===== config.mk =====
export PLATFORM = sky130hd
export DESIGN_NAME = regfile_wb_arbiter
export DESIGN_NICKNAME = d
export VERILOG_FILES = /design/src/rtl/cpu_pkg.sv /design/src/rtl/wb_slot.sv /design/src/rtl/regfile_wb_arbiter.sv
export SDC_FILE = /design/constraint.sdc
export NUM_CORES = 1
export LEC_CHECK = 0
export ABC_AREA = 1
export ABC_CLOCK_PERIOD_IN_PS = 2150
export CORE_MARGIN = 2
export CORE_UTILIZATION = 49
export CTS_CLUSTER_DIAMETER = 80
export DETAILED_ROUTE_END_ITERATION = 10
export HOLD_SLACK_MARGIN = 0.03
export MAX_ROUTING_LAYER = met4
export PLACE_DENSITY = 0.8
export SLEW_MARGIN = 20
export SYNTH_ARGS = -nofsm -noshare
export SYNTH_HDL_FRONTEND = slang
export SYNTH_HIERARCHICAL = 1
export SYNTH_SLANG_ARGS = --single-unit

===== constraint.sdc =====
create_clock -name clk -period 2.15 [get_ports clk]
set_input_delay 0.43 -clock clk [delete_from_list [all_inputs] [get_ports clk]]
set_output_delay 0.43 -clock clk [all_outputs]
set_load 0.05 [all_outputs]

===== src/rtl/cpu_pkg.sv =====
// cpu_pkg: shared widths, zero-register constant and writeback requester IDs
package cpu_pkg;
  localparam int DEF_DATA_W = 32;
  localparam int DEF_ADDR_W = 5;
  localparam logic [4:0] REG_ZERO = 5'd0;
  typedef enum logic {REQ_A = 1'b0, REQ_B = 1'b1} req_id_e;
endpackage


===== src/rtl/wb_slot.sv =====
// wb_slot: one-entry writeback holding register with full flag and relative age bit
module wb_slot #(
  parameter int DATA_W = 32,
  parameter int ADDR_W = 5
) (
  input  logic              clk,
  input  logic              reset,
  input  logic              load,
  input  logic              clear,
  input  logic              other_load,
  input  logic [ADDR_W-1:0] load_addr,
  input  logic [DATA_W-1:0] load_data,
  output logic              full,
  output logic              old,
  output logic [ADDR_W-1:0] addr,
  output logic [DATA_W-1:0] data
);
  // old=1 means this entry was accepted strictly before the other slot's entry
  always_ff @(posedge clk or negedge reset)
    if (!reset) begin
      full <= 1'b0;
      old  <= 1'b0;
      addr <= '0;
      data <= '0;
    end else begin
      full <= load | (full & ~clear);
      old  <= load ? 1'b0 : other_load ? 1'b1 : old;
      if (load) begin
        addr <= load_addr;
        data <= load_data;
      end
    end
endmodule


===== src/rtl/regfile_wb_arbiter.sv =====
// regfile_wb_arbiter: shares the register-file write port between two writeback requesters,
// oldest-first with round-robin on ties, and exports a pending-write bitmap for hazard stalls
module regfile_wb_arbiter
  import cpu_pkg::*;
#(
  parameter int DATA_W = DEF_DATA_W,
  parameter int ADDR_W = DEF_ADDR_W
) (
  input  logic                 clk,
  input  logic                 reset,
  input  logic                 a_valid,
  output logic                 a_ready,
  input  logic [ADDR_W-1:0]    a_addr,
  input  logic [DATA_W-1:0]    a_data,
  input  logic                 b_valid,
  output logic                 b_ready,
  input  logic [ADDR_W-1:0]    b_addr,
  input  logic [DATA_W-1:0]    b_data,
  output logic                 rf_write,
  output logic [ADDR_W-1:0]    rf_waddr,
  output logic [DATA_W-1:0]    rf_wdata,
  output logic [2**ADDR_W-1:0] pending
);
  logic              a_full, a_old, b_full, b_old;
  logic [ADDR_W-1:0] a_saddr, b_saddr;
  logic [DATA_W-1:0] a_sdata, b_sdata;
  logic              tie, grant_a, grant_b, load_a, load_b;
  req_id_e           rr;
  // grants depend only on slot state, so ready never depends on valid
  assign tie     = a_full & b_full & (a_old == b_old);
  assign grant_a = a_full & (~b_full | (a_old & ~b_old) | (tie & (rr == REQ_A)));
  assign grant_b = b_full & ~grant_a;
  assign a_ready = ~a_full | grant_a;
  assign b_ready = ~b_full | grant_b;
  assign load_a  = a_valid & a_ready & (a_addr != ADDR_W'(REG_ZERO));
  assign load_b  = b_valid & b_ready & (b_addr != ADDR_W'(REG_ZERO));
  wb_slot #(.DATA_W(DATA_W), .ADDR_W(ADDR_W)) u_slot_a (
    .clk(clk), .reset(reset), .load(load_a), .clear(grant_a), .other_load(load_b),
    .load_addr(a_addr), .load_data(a_data),
    .full(a_full), .old(a_old), .addr(a_saddr), .data(a_sdata)
  );
  wb_slot #(.DATA_W(DATA_W), .ADDR_W(ADDR_W)) u_slot_b (
    .clk(clk), .reset(reset), .load(load_b), .clear(grant_b), .other_load(load_a),
    .load_addr(b_addr), .load_data(b_data),
    .full(b_full), .old(b_old), .addr(b_saddr), .data(b_sdata)
  );
  always_ff @(posedge clk or negedge reset)
    if (!reset) begin
      rr       <= REQ_A;
      rf_write <= 1'b0;
      rf_waddr <= '0;
      rf_wdata <= '0;
    end else begin
      if (tie) rr <= (rr == REQ_A) ? REQ_B : REQ_A;
      rf_write <= grant_a | grant_b;
      if (grant_a | grant_b) begin
        rf_waddr <= grant_a ? a_saddr : b_saddr;
        rf_wdata <= grant_a ? a_sdata : b_sdata;
      end
    end
  always_comb begin
    pending = '0;
    if (a_full) pending[a_saddr] = 1'b1;
    if (b_full) pending[b_saddr] = 1'b1;
    if (rf_write) pending[rf_waddr] = 1'b1;
    pending[0] = 1'b0;
  end
endmodule


==> impl_metrics.toml, run 1 <==
[sta]
setup_slack_ns = -0.0519
maxSlewHeadroom_pct = 64.4
maxSlewViolCount = 0
min_period_ns = 2.20
max_freq_mhz = 454
max_slew.worst_pin.slew_ns = 0.533
clock_skew_ns = 0.0126
post-route-period-util_pct = 102
final.setup.tns_ns = -0.322
finalSetupViolCount = 14
rsz0062_at_grt = "true"
hold_violations = 0

[die]
ios = 150
rows = 39
dieWidth_um = 113
core_area_sq_um = 11600
die_h_um = 113
initial_core_util_pct = 50.7
dieArea_sq_um = 12900

[detailed_routing]
route.detailed.drc = 0
via_per_inst = 5.28
postRouteAntennaNets = 0
wl_um = 17100
drtIter0Drc = 405
dr.pass1.iters = 7
via_count = 5913
wl_per_cell_um = 15.3

[cts]
clockBufferDepth = 2
path_clk_slew_ns = 0.06
cts_buffers = 17
insertion_delay_ns = 0.42
cts_tree = "built"
clkSinkCount = 117
cts-root-buf = "clkbuf_16"
htreeDepth = 4

[status]
failed_checks = "negative setup slack"
status = "complete, but fails checks"

[cells_and_area]
fin_nets = 1043
num_antenna_cells = 0
drive_gt1_share_pct = 18.8
synthToLayoutAreaGrowth_pct = 52.2
utilization_pct = 77.2

[logic_synthesis]
syn-num-nets = 859
syn-cell-area_sq_um = 5860
synth_cell_types = 19
syn_avg_cell_area_sq_um = 7.52
ys_ff_latch = 117
yosysWarnings = 6
synth_cells = 780
yosysSeqAreaShare_pct = 49.9

[worst_setup_path]
slowest_delay_ns = 0.44
cp_max_fo = 5
reg2reg_depth = 12
crit_path_cell_trace = "buf_4, nor3_2, nand2_1, o211ai_1, clkbuf_16"
arrival_ns = 1.77
critPathKind = "reg2out"
critPathRequiredTime_ns = 1.72
slowest_stage = "dfrtp_2"
critPathLaunchType = "register"
critPathLaunch = "u_slot_a/addr[3]"
endpoint_kind = "output pin"
reg2reg_from = "u_slot_b/old"

[place]
portBuffers = 148
dp_hpwl_um = 11100
place_congestion = 0.979

[power_and_ir_drop]
p_per_area_nw_per_um2 = 1790
p_leak_nw = 4.27
vdd_drop_max_v = 0.00105

[min_path]
whs_path_depth = 2
worstHoldStart = "u_slot_a/data[9]"
hold_path_class = "reg2reg"

[job]
cap_violations = 0

[grt]
grt_pass1_vias = 5630
grt_pass1_wl_um = 27100
antenna_found_initial = 0
track_usage_pct = 27.4
overflow = 0
grt_max_degree = 67
## per-stage QoR
step | area, sq um | power [mW] | setup WS, ns | hold slack, ns | std cells
global placement | 7880 | 12.1 | 0.0981 | 0.448 | 1062
detailed placement | 7880 | 12.3 | 0.0390 | 0.449 | 1062
finish | 8920 | 16.0 | -0.0519 | 0.468 | 1119
floorplan | 5870 | 9.34 | 0.0740 | 0.134 | 780
CTS | 8680 | 15.4 | -0.0135 | 0.472 | 1106
global route | 8920 | 16.9 | -0.138 | 0.489 | 1119
## worst max-delay path: cells and delay by family (launching register included)
| kind | cells | cell delay [ns] |
|---|---|---|
| and+or+nand+nor | 2 | 0.37 |
| buffers and inverters | 2 | 0.39 |
| DFF | 1 | 0.44 |
| AOI/OAI and AO/OA | 1 | 0.15 |
## area by class of cell
type / count / area [sq um]
Clock inverter: 9 / 105
Multi-Input combinational cell: 567 / 2660
Tap cell: 143 / 179
Sequential cell: 117 / 2950
Timing Repair Buffer: 203 / 2340
Inverter: 58 / 220
Fill cell: 809 / 2640
Clock buffer: 22 / 464
## report_power, final
group	total (mW)	switching (mW)	internal [mW]
clock	2.73	0.980	1.75
combinational	9.00	5.62	3.38
sequential	4.22	0.882	3.34
total	16.0	7.48	8.47
## cell usage after synthesis
library cell  number  area, sq um
nand2_1          367         1380
dfrtp_1          117         2930
nand3_1           89          445
inv_1             54          203
nor2_1            50          188
o211ai_1          31          233
nor3_1            18         90.1
buf_2             14         70.1
buf_4             11         82.6
buf_6             10          113
nor3_2             5         50.1
inv_2              4         15.0
buf_1              3         11.3
nand2_2            2         12.5
conb_1             1         3.75
ha_1               1         12.5
nand4_2            1         12.5
nor2_4             1         11.3
o21ai_0            1         5.00
## worst paths after layout
check                      slack [ns]           endpoint
max                             -0.05        pending[23]
min                              0.47   u_slot_a/data[9]
max reg2reg                      0.22  u_slot_b/data[28]
min reg2reg                      0.47   u_slot_a/data[9]
max in group asynchronous        1.26      u_slot_a/full
min in group asynchronous        0.55  u_slot_b/data[22]
## cells by family (layout without fill, tap and decap cells)
family,Yosys count,after routing,share of synthesized area (%)
AO/OA/AOI/OAI,32,32,4.05
other,1,1,0.0640
buffers and inverters,96,292,8.43
flip-flops,117,117,49.9
AND/OR/NAND/NOR,533,533,37.3
adder cells (fa/ha/maj),1,1,0.213
## layout by cell type (no fill, tap or decap), types with 5 or more instances in the layout
master             n
nand2_1          366
clkdlybuf4s50_1  110
dfrtp_1          101
nand3_1           83
nor2_1            47
buf_4             45
inv_1             41
buf_12            34
o211ai_1          31
clkbuf_16         20
inv_2             16
dfrtp_2           16
nor3_2            12
nor3_4             7
buf_6              5
## state kept, by name (all words and copies together), names as in the netlist
register / count
rf_wdata: 32
u_slot_a/data: 32
u_slot_b/data: 32
rf_waddr: 5
u_slot_a/addr: 5
u_slot_b/addr: 5
rf_write: 1
rr: 1
u_slot_a/full: 1
u_slot_a/old: 1
u_slot_b/full: 1
u_slot_b/old: 1
## routing by layer
metal,share of wire (%),up-vias,global-route usage (%)
li1,-,2825,-
met1,40,2742,33.9
met2,50,304,45.0
met3,7.3,42,7.01
met4,2.1,0,8.05
met5,0,-,-
## timing repair
item | 4_1_cts | 5_1_grt
hold buffers | 1 | 0
pin swaps | 7 | 22
resized for setup | 33 | 43
cloned | 0 | 0
endpoints found under the hold margin | 36 | 0
setup buffers | 12 | 13
setup endpoints to repair | 32 | 72
Note: power is estimated with default switching activity, not from simulation.
==> run 2: changes to the inputs <==
==> constraint.sdc (replaced) <==
create_clock -name clk -period 2.15 [get_ports clk]
set_input_delay 0.5375 -clock clk [delete_from_list [all_inputs] [get_ports clk]]
set_output_delay 0.5375 -clock clk [all_outputs]
set_load 0.05 [all_outputs]
==> run 2 against run 1 <==
The flow still finishes with violations (negative setup slack). Global-route usage up 0.90 points. Power rose by 0.23%. Register-to-register slack improved by 0.14 ns. Highest routed layer unchanged. Maximum frequency shrank 2.2%. Critical path depth increased by 1. Clock power up 5%. Sequential cell count unchanged. Clock skew decreased by 0.0053 ns. Largest cell class unchanged. Via count shrank 0.78%. Design area increased by 0.34%. First-iteration DRC count rose by 50%.
==> impl_metrics.toml, run 2 (synthesis gave the netlist of run 1 again) <==
[power_and_ir_drop]
p_leak_nw = 4.39
p_sw_share_pct = 46.4
vdd_drop_max_v = 0.00106
p_per_area_nw_per_um2 = 1790
power.switching_mw = 7.41
p_seq_share_pct = 26.1
power_frac_comb_pct = 56.0
p_int_mw = 8.58
clkPwrFrac_pct = 17.9

[job]
cap_violations = 0

[die]
dieWidth_um = 113
die_h_um = 113
ios = 150
initial_core_util_pct = 50.7
rows = 39
core_area_sq_um = 11600
dieArea_sq_um = 12900

[worst_setup_path]
endpoint_kind = "output pin"
crit_buf_inv = 3
critPathLaunchType = "register"
slowest_delay_ns = 0.40
critical-path-top-delay-family = "buffers and inverters"
critPathKind = "reg2out"
arrival_ns = 1.71
crit_path_cell_trace = "buf_4, nor3_1, buf_4, nand2_1, o211ai_1, buf_12"
cp_max_fo = 4
slowest_stage = "dfrtp_1"
cp_common_cell = "buf_4"
critPathRequiredTime_ns = 1.61

[grt]
grt_pass1_wl_um = 28200
overflow = 0
grt_pass1_vias = 5922
antenna_found_initial = 0
track_usage_pct = 28.4
grt_max_degree = 60

[place]
dp_hpwl_um = 11400
place_congestion = 0.931
dpl_cell_area_sq_um = 7960
portBuffers = 148

[status]
failed_checks = "negative setup slack"
status = "complete, but fails checks"

[sta]
min_period_ns = 2.25
whs_ns = 0.468
maxSlewHeadroom_pct = 64.4
clock_skew_ns = 0.00723
finalSetupViolCount = 32
post-route-period-util_pct = 105
setup_slack_ns = -0.102
maxSlewViolCount = 0
hold_violations = 0
max_slew.worst_pin.slew_ns = 0.532
rsz0062_at_grt = "true"
max_freq_mhz = 444

[detailed_routing]
routed.top_layer = "met4"
via_count = 5867
postRouteAntennaNets = 0
met1_length_um = 7010
wl_um = 17000
dr.pass1.iters = 5
wl_per_cell_um = 15.1
via_per_inst = 5.23
route.detailed.drc = 0
met2WireLength_um = 8800
wl_met3_um = 918
drtIter0Drc = 607

[cells_and_area]
synthToLayoutAreaGrowth_pct = 52.7
top_regs = "rf_wdata: 32 flops, u_slot_a/data: 32 flops, u_slot_b/data: 32 flops"
drive_gt1_share_pct = 19.0
final_common_cell = "nand2_1"
fin_area_sq_um = 8950
fin_nets = 1045
layout_common_cells = "nand2_1, dfrtp_1, clkdlybuf4s50_1"
num_antenna_cells = 0
fillers = 796
utilization_pct = 77.4

[cts]
cts_buffers = 17
cts-root-buf = "clkbuf_16"
insertion_delay_ns = 0.41
htreeDepth = 4
cts_tree = "built"
path_clk_slew_ns = 0.05
clockBufferDepth = 2
clkSinkCount = 117

[min_path]
hold_path_class = "reg2reg"
[run 2: cell count changes in the layout (fill, tap and decap cells not counted), sizes merged, moves of 2 or more]
cell           delta
clkbuf            +2
clkdlybuf4s50    -16
buf               +4
clkinv            -2
dlygate4sd2       +7
dlymetal6s2s      +7
[run 2: final cells by class]
class	instances	area, sq um	area share (%)
clock buffer	23	478	5.34
clock inverter	9	125	1.40
inverter	58	225	2.52
multi-input combinational	567	2640	29.5
sequential	117	2950	32.9
tap	143	179	2.00
timing repair buffer	205	2360	26.4
[run 2: worst paths after layout]
| kind | start | to | slack, ns | depth (start not counted) |
|---|---|---|---|---|
| hold reg to reg | u_slot_b/data[5] | u_slot_b/data[5] | 0.47 | 2 |
| hold / removal | u_slot_b/data[5] | u_slot_b/data[5] | 0.47 | 2 |
| min in group asynchronous | reset | rf_wdata[24] | 0.57 | 2 |
| max in group asynchronous | reset | u_slot_a/full | 0.97 | 3 |
| setup / recovery | u_slot_b/addr[2] | pending[26] | -0.10 | 6 |
| setup reg to reg | u_slot_a/old | u_slot_b/full | 0.36 | 10 |
[run 2: tightest hold or removal path, cell delays in order (launching register included)]
cell and delay (ns):
dfrtp_1 0.33, nand2_1 0.05, nand2_1 0.05
[run 2: power groups by stage]
stage          combinational (mW)  clock, mW  sequential (mW)
6_report                     8.96       2.86             4.17
5_1_grt                      9.67       2.99             4.31
4_1_cts                      8.76       2.89             4.13
3_5_place_dp                 8.32          0             4.11
3_3_place_gp                 8.15          0             4.10
2_1_floorplan                4.25          0             5.09
[run 2: metal layers]
metal  vias up  GRT usage (%)
met3        25           5.26
met4         0           10.2
li1       2832              -
met5         -              -
met1      2784           34.5
met2       226           47.7
[run 2: per-stage QoR]
step | setup WS [ns] | power (mW) | setup TNS, ns | cells
after global routing | -0.177 | 17.0 | -4.45 | 1122
final | -0.102 | 16.0 | -2.14 | 1122
after detailed placement | 0.125 | 12.4 | 0 | 1072
after global placement | 0.149 | 12.2 | 0 | 1072
after floorplan | -0.0335 | 9.34 | -0.531 | 780
after CTS | -0.100 | 15.8 | -2.17 | 1117
[run 2: timing repair]
item	CTS	global route
hold buffers	1	0
pin swaps	11	10
setup endpoints to repair	40	44
gates resized for setup	50	33
setup buffers	12	5
endpoints found under the hold margin	22	0
==> run 3: changes to the inputs <==
Settings changed: ABC_AREA 1 to default, CORE_MARGIN 2 to 8, CTS_CLUSTER_DIAMETER 80 to 30, PLACE_DENSITY 0.8 to 0.81.
==> run 3 against run 2 <==
The flow still finishes with violations (negative setup slack). Setup slack lost 0.13 ns. Clock-buffer cell count shrank 5. Non-clock buffer count grew 18. Hold slack lost 0.25 ns. Area after synthesis shrank 5.2%. Combinational power grew 18%. Cell count shrank 27%. Routed wire length grew 20%.
==> impl_metrics.toml, run 3 <==
[detailed_routing]
via_count = 5002
postRouteAntennaNets = 0
drtIter0Drc = 432
wl_um = 20300
dr.pass1.iters = 5
wl_per_cell_um = 24.7
route.detailed.drc = 0
via_per_inst = 6.08

[place]
portBuffers = 148
dpl.cell_count = 746
place_congestion = 0.836
dpl_cell_area_sq_um = 7660
dp_hpwl_um = 11100

[cells_and_area]
fin_nets = 746
regArea_sq_um = 2950
num_antenna_cells = 0
layout_common_cells = "dfrtp_1, clkdlybuf4s50_1, buf_4"
multi_input_area_sq_um = 2960
fin_area_sq_um = 9350
drive_gt1_share_pct = 48.1
top_regs = "rf_wdata: 32 flops, u_slot_a/data: 32 flops, u_slot_b/data: 32 flops"
synthToLayoutAreaGrowth_pct = 68.2
fin_cells = 823
utilization_pct = 83.3
fillers = 528
final_common_cell = "dfrtp_1"

[logic_synthesis]
ys_ff_latch = 117
synth_cells = 455
synth_commonest_cells = "dfrtp_1, nand2_1, mux2_2"
synth_top_area_share_pct = 52.7
yosysWarnings = 6
synth_top_area_cell = "dfrtp_1"
synth_ff_type = "dfrtp_1"
async_flop_share_pct = 100
synth_most_common_cell = "dfrtp_1"
synth_edf_count = 0
syn_avg_cell_area_sq_um = 12.2
syn-cell-area_sq_um = 5560
yosysSeqAreaShare_pct = 52.7
syn-num-nets = 534
synth_cell_types = 34
synth_area_leaders = "dfrtp_1, mux2_2, a221o_1"

[sta]
post-route-period-util_pct = 111
maxSlewViolCount = 0
max_freq_mhz = 420
hold_violations = 0
min_period_ns = 2.38
rsz0062_at_grt = "true"
max_slew.worst_pin.slew_ns = 0.599
clock_skew_ns = 0.0104
setup_slack_ns = -0.231
finalSetupViolCount = 75
maxSlewHeadroom_pct = 60.1

[power_and_ir_drop]
p_per_area_nw_per_um2 = 1900
p_seq_share_pct = 24.7
p_leak_nw = 4.27
p_int_mw = 10.0
power_frac_comb_pct = 59.5
power.switching_mw = 7.71
p_sw_share_pct = 43.5
clkPwrFrac_pct = 15.8
vdd_drop_max_v = 0.00118

[min_path]
hold_path_class = "in2async"

[cts]
cts-root-buf = "clkbuf_16"
path_clk_slew_ns = 0.06
clockBufferDepth = 2
cts_tree = "built"
clkSinkCount = 117
insertion_delay_ns = 0.40
htreeDepth = 4
cts_buffers = 17

[die]
ios = 150
core_area_sq_um = 11200
dieWidth_um = 123
rows = 39
initial_core_util_pct = 49.5
dieArea_sq_um = 15000
die_h_um = 123

[grt]
grt_pass1_wl_um = 29100
overflow = 0
grt_pass1_vias = 5258
track_usage_pct = 25.8
grt_max_degree = 118
antenna_found_initial = 0

[worst_setup_path]
critPathKind = "reg2out"
cp_max_fo = 5
critPathRequiredTime_ns = 1.61
arrival_ns = 1.84
reg2reg_depth = 10
critPathLaunchType = "register"
endpoint_kind = "output pin"

[status]
status = "complete, but fails checks"
failed_checks = "negative setup slack"

[job]
cap_violations = 0
run 3: changes by cell type in the layout (fill, tap and decap cells not counted), moves of 24 or more:
cell,change
o211ai_1,-29
inv_1,-35
nand2_1,-331
mux2_2,+30
and2_1,+36
a221o_1,+36
nand3_1,-80
a22oi_2,+24
nor2_1,-43
mux2_4,+44
run 3: cell families (layout without fill, tap and decap cells):
family,Yosys count,count (layout),share of synthesized area [%]
AND/OR/NAND/NOR,146,146,14.6
flip-flops,117,117,52.7
AO/OA/AOI/OAI,78,78,12.2
multiplexers,74,74,16.1
buffers and inverters,37,262,4.03
adder cells (fa/ha/maj),1,1,0.225
other,1,1,0.0675
XOR/XNOR,1,1,0.158
run 3: power groups by stage:
stage | Combinational (mW) | Sequential (mW) | Clock (mW)
after floorplan | 4.18 | 5.21 | 0
after global placement | 8.17 | 4.19 | 0
after detailed placement | 8.37 | 4.23 | 0
after CTS | 9.78 | 4.26 | 2.79
after global routing | 10.9 | 4.48 | 2.93
final | 10.6 | 4.37 | 2.81
run 3: path summary, 6_finish.rpt:
check | from | endpoint | slack [ns]
worst max-delay path | u_slot_a/addr[3] | pending[27] | -0.23
max in group asynchronous | reset | u_slot_a/addr[0] | 1.46
worst min register to register | u_slot_a/data[30] | rf_wdata[30] | 0.51
min in group clk | u_slot_a/data[30] | rf_wdata[30] | 0.51
worst max register to register | u_slot_b/old | u_slot_b/data[24] | -0.10
worst min-delay path | reset | u_slot_a/data[16] | 0.22
run 3: cell type report:
class	instances	share of cell area, %
clock buffers	18	4.59
flip-flops and latches	117	31.5
inverters	7	0.281
well taps	143	1.91
repair buffers	223	28.4
clock inverters	14	1.62
multi-input cells	301	31.7
run 3: routing by layer:
| metal | part of all wire (%) | track usage [%] | wire [um] | vias up |
|---|---|---|---|---|
| met2 | 50 | 41.9 | 10200 | 284 |
| met4 | 2.6 | 8.23 | 532 | 0 |
| li1 | - | - | - | 2097 |
| met1 | 41 | 31.5 | 8250 | 2552 |
| met3 | 6.9 | 5.93 | 1390 | 69 |
| met5 | 0 | - | 0 | - |
run 3: critical path: stages (launching register included):
cell	delay (ns)
dfrtp_2	0.45
and3b_2	0.27
a222oi_1	0.41
inv_1	0.13
buf_6	0.18
run 3: repair_timing:
| action | 4_1_cts | 5_1_grt |
|---|---|---|
| gates resized for setup | 140 | 66 |
| hold buffers | 0 | 0 |
| setup buffers | 33 | 10 |
| pin swaps | 63 | 24 |
| setup endpoints to repair | 110 | 126 |
| cloned | 3 | 1 |
run 3: per-stage QoR:
step | hold slack [ns] | TNS, ns | power, mW | setup slack [ns]
after global placement | 0.477 | -31.36 | 12.4 | -0.443
after detailed placement | 0.490 | -33.08 | 12.6 | -0.509
after floorplan | 0.242 | 0 | 9.39 | 0.0175
after global routing | 0.266 | -6.88 | 18.3 | -0.280
after CTS | 0.248 | -2.60 | 16.8 | -0.216
final | 0.219 | -4.90 | 17.7 | -0.231
==> variant: new RTL, flow settings as in run 1 <==
The package constant `DEF_ADDR_W` goes from 5 to 4.
--- a/src/rtl/cpu_pkg.sv
+++ b/src/rtl/cpu_pkg.sv
@@ -3,3 +3,3 @@
   localparam int DEF_DATA_W = 32;
-  localparam int DEF_ADDR_W = 5;
+  localparam int DEF_ADDR_W = 4;
   localparam logic [4:0] REG_ZERO = 5'd0;
Interface: changed (resized a_addr, b_addr, pending and rf_waddr); port bits go from 150 to 131. No check against the original RTL was run, so the function may have changed too.
==> variant against run 1 <==
  * The flow still finishes with violations (setup timing)
  * Power is 7.5% lower
  * Final area down 11%
  * Wire length shrank 8.3%
  * Synthesized area down 7.6%
  * Sequential cell count decreased by 3
  * Global-route usage is 0.83 points higher
  * Worst setup slack got worse by 0.041 ns
  * Sequential share of layout area increased by 3.3 points
  * Combinational power fell by 14%
  * Die area down 7.4%
  * Final cell count decreased by 9.3%
  * Count of clock-buffer cells in the layout is 1 lower
  * First-iteration DRC count decreased by 4.0%
  * Critical endpoint is now b_ready
==> variant: results (changes against run 1) <==
outcome:
  status: "complete, but fails checks"  # unchanged
  violations: "setup timing"  # unchanged
route:
  drtIter0Drc: 389  # was 405
  wl_met2_um: 7988  # was 8619 um
  vias: 5246  # was 5,913
pwr:
  p_leak_uw: 0.004099  # was 0.004269 uW
  comb_cell_power_uw: 7720  # was 9000 uW
  vdd_ir_drop_max_mv: 1.246  # was 1.049 mV
yosys:
  synth_fa_ha_area_share_pct: 0.2310  # was 0.2134%
  synth.area.top_cells: "dfrtp_1, nand2_1, nand3_1, nor2_1, inv_1"  # was dfrtp_1, nand2_1, nand3_1, o211ai_1, inv_1
  synth-compound-area-share_pct: 0.1155  # was 4.055%
cts:
  clk_latency_ns: 0.52  # was 0.42 ns
  ctsResizeCount: 29  # was 33
  cts_setup_buffers: 6  # was 12
critical_path:
  worstPathArrival_ns: 1.81  # was 1.77 ns
  reg2reg_depth: 11  # was 12
  r2r_setup_slack_ns: 0.08  # was 0.22 ns
sta:
  holdWs_ns: 0.4482  # was 0.4684 ns
  slew_headroom_pct: 55.03  # was 64.36%
  finalSetupViolations: 2  # was 14
  setup_slack_ns: -0.09294  # was -0.05188 ns
global_routing:
  grt_util_met3_pct: 4.961  # was 7.014%
  grtUsageMet1_pct: 34.76  # was 33.87%
  grt_pass1_vias: 5085  # was 5,630
finish:
  fillCellCount: 764  # was 809
min_path:
  hold_end: "u_slot_a/data[15]"  # was u_slot_a/data[9]
  min_path_type: "primary input to flip-flop"  # was flip-flop to flip-flop
## variant: cell type report
| cell class | count | area [um2] | share of cell area, % |
|---|---|---|---|
| Inverter | 57 | 216.5 | 2.740 |
| Timing Repair Buffer | 162 | 1747 | 22.11 |
| Tap cell | 140 | 175.2 | 2.218 |
| Clock buffer | 21 | 449.2 | 5.687 |
| Clock inverter | 10 | 181.4 | 2.297 |
| Sequential cell | 114 | 2868 | 36.31 |
| Multi-Input combinational cell | 511 | 2262 | 28.64 |
## variant: critical path: stages, from the launching register on
cell,delay (ns)
dfrtp_1,0.37
inv_2,0.07
ha_4,0.27
nand4_1,0.11
nand2_2,0.11
nand2_2,0.06
inv_2,0.10
nand2_4,0.06
buf_12,0.15
## variant: per-stage QoR
step	TNS, ns	instances	worst slack, ns
floorplan	0	719	0.1292
global placement	0	971	0.1799
detailed placement	0	971	0.1212
CTS	-0.06933	1008	-0.06663
global route	-0.3139	1015	-0.1681
finish	-0.1282	1015	-0.09294
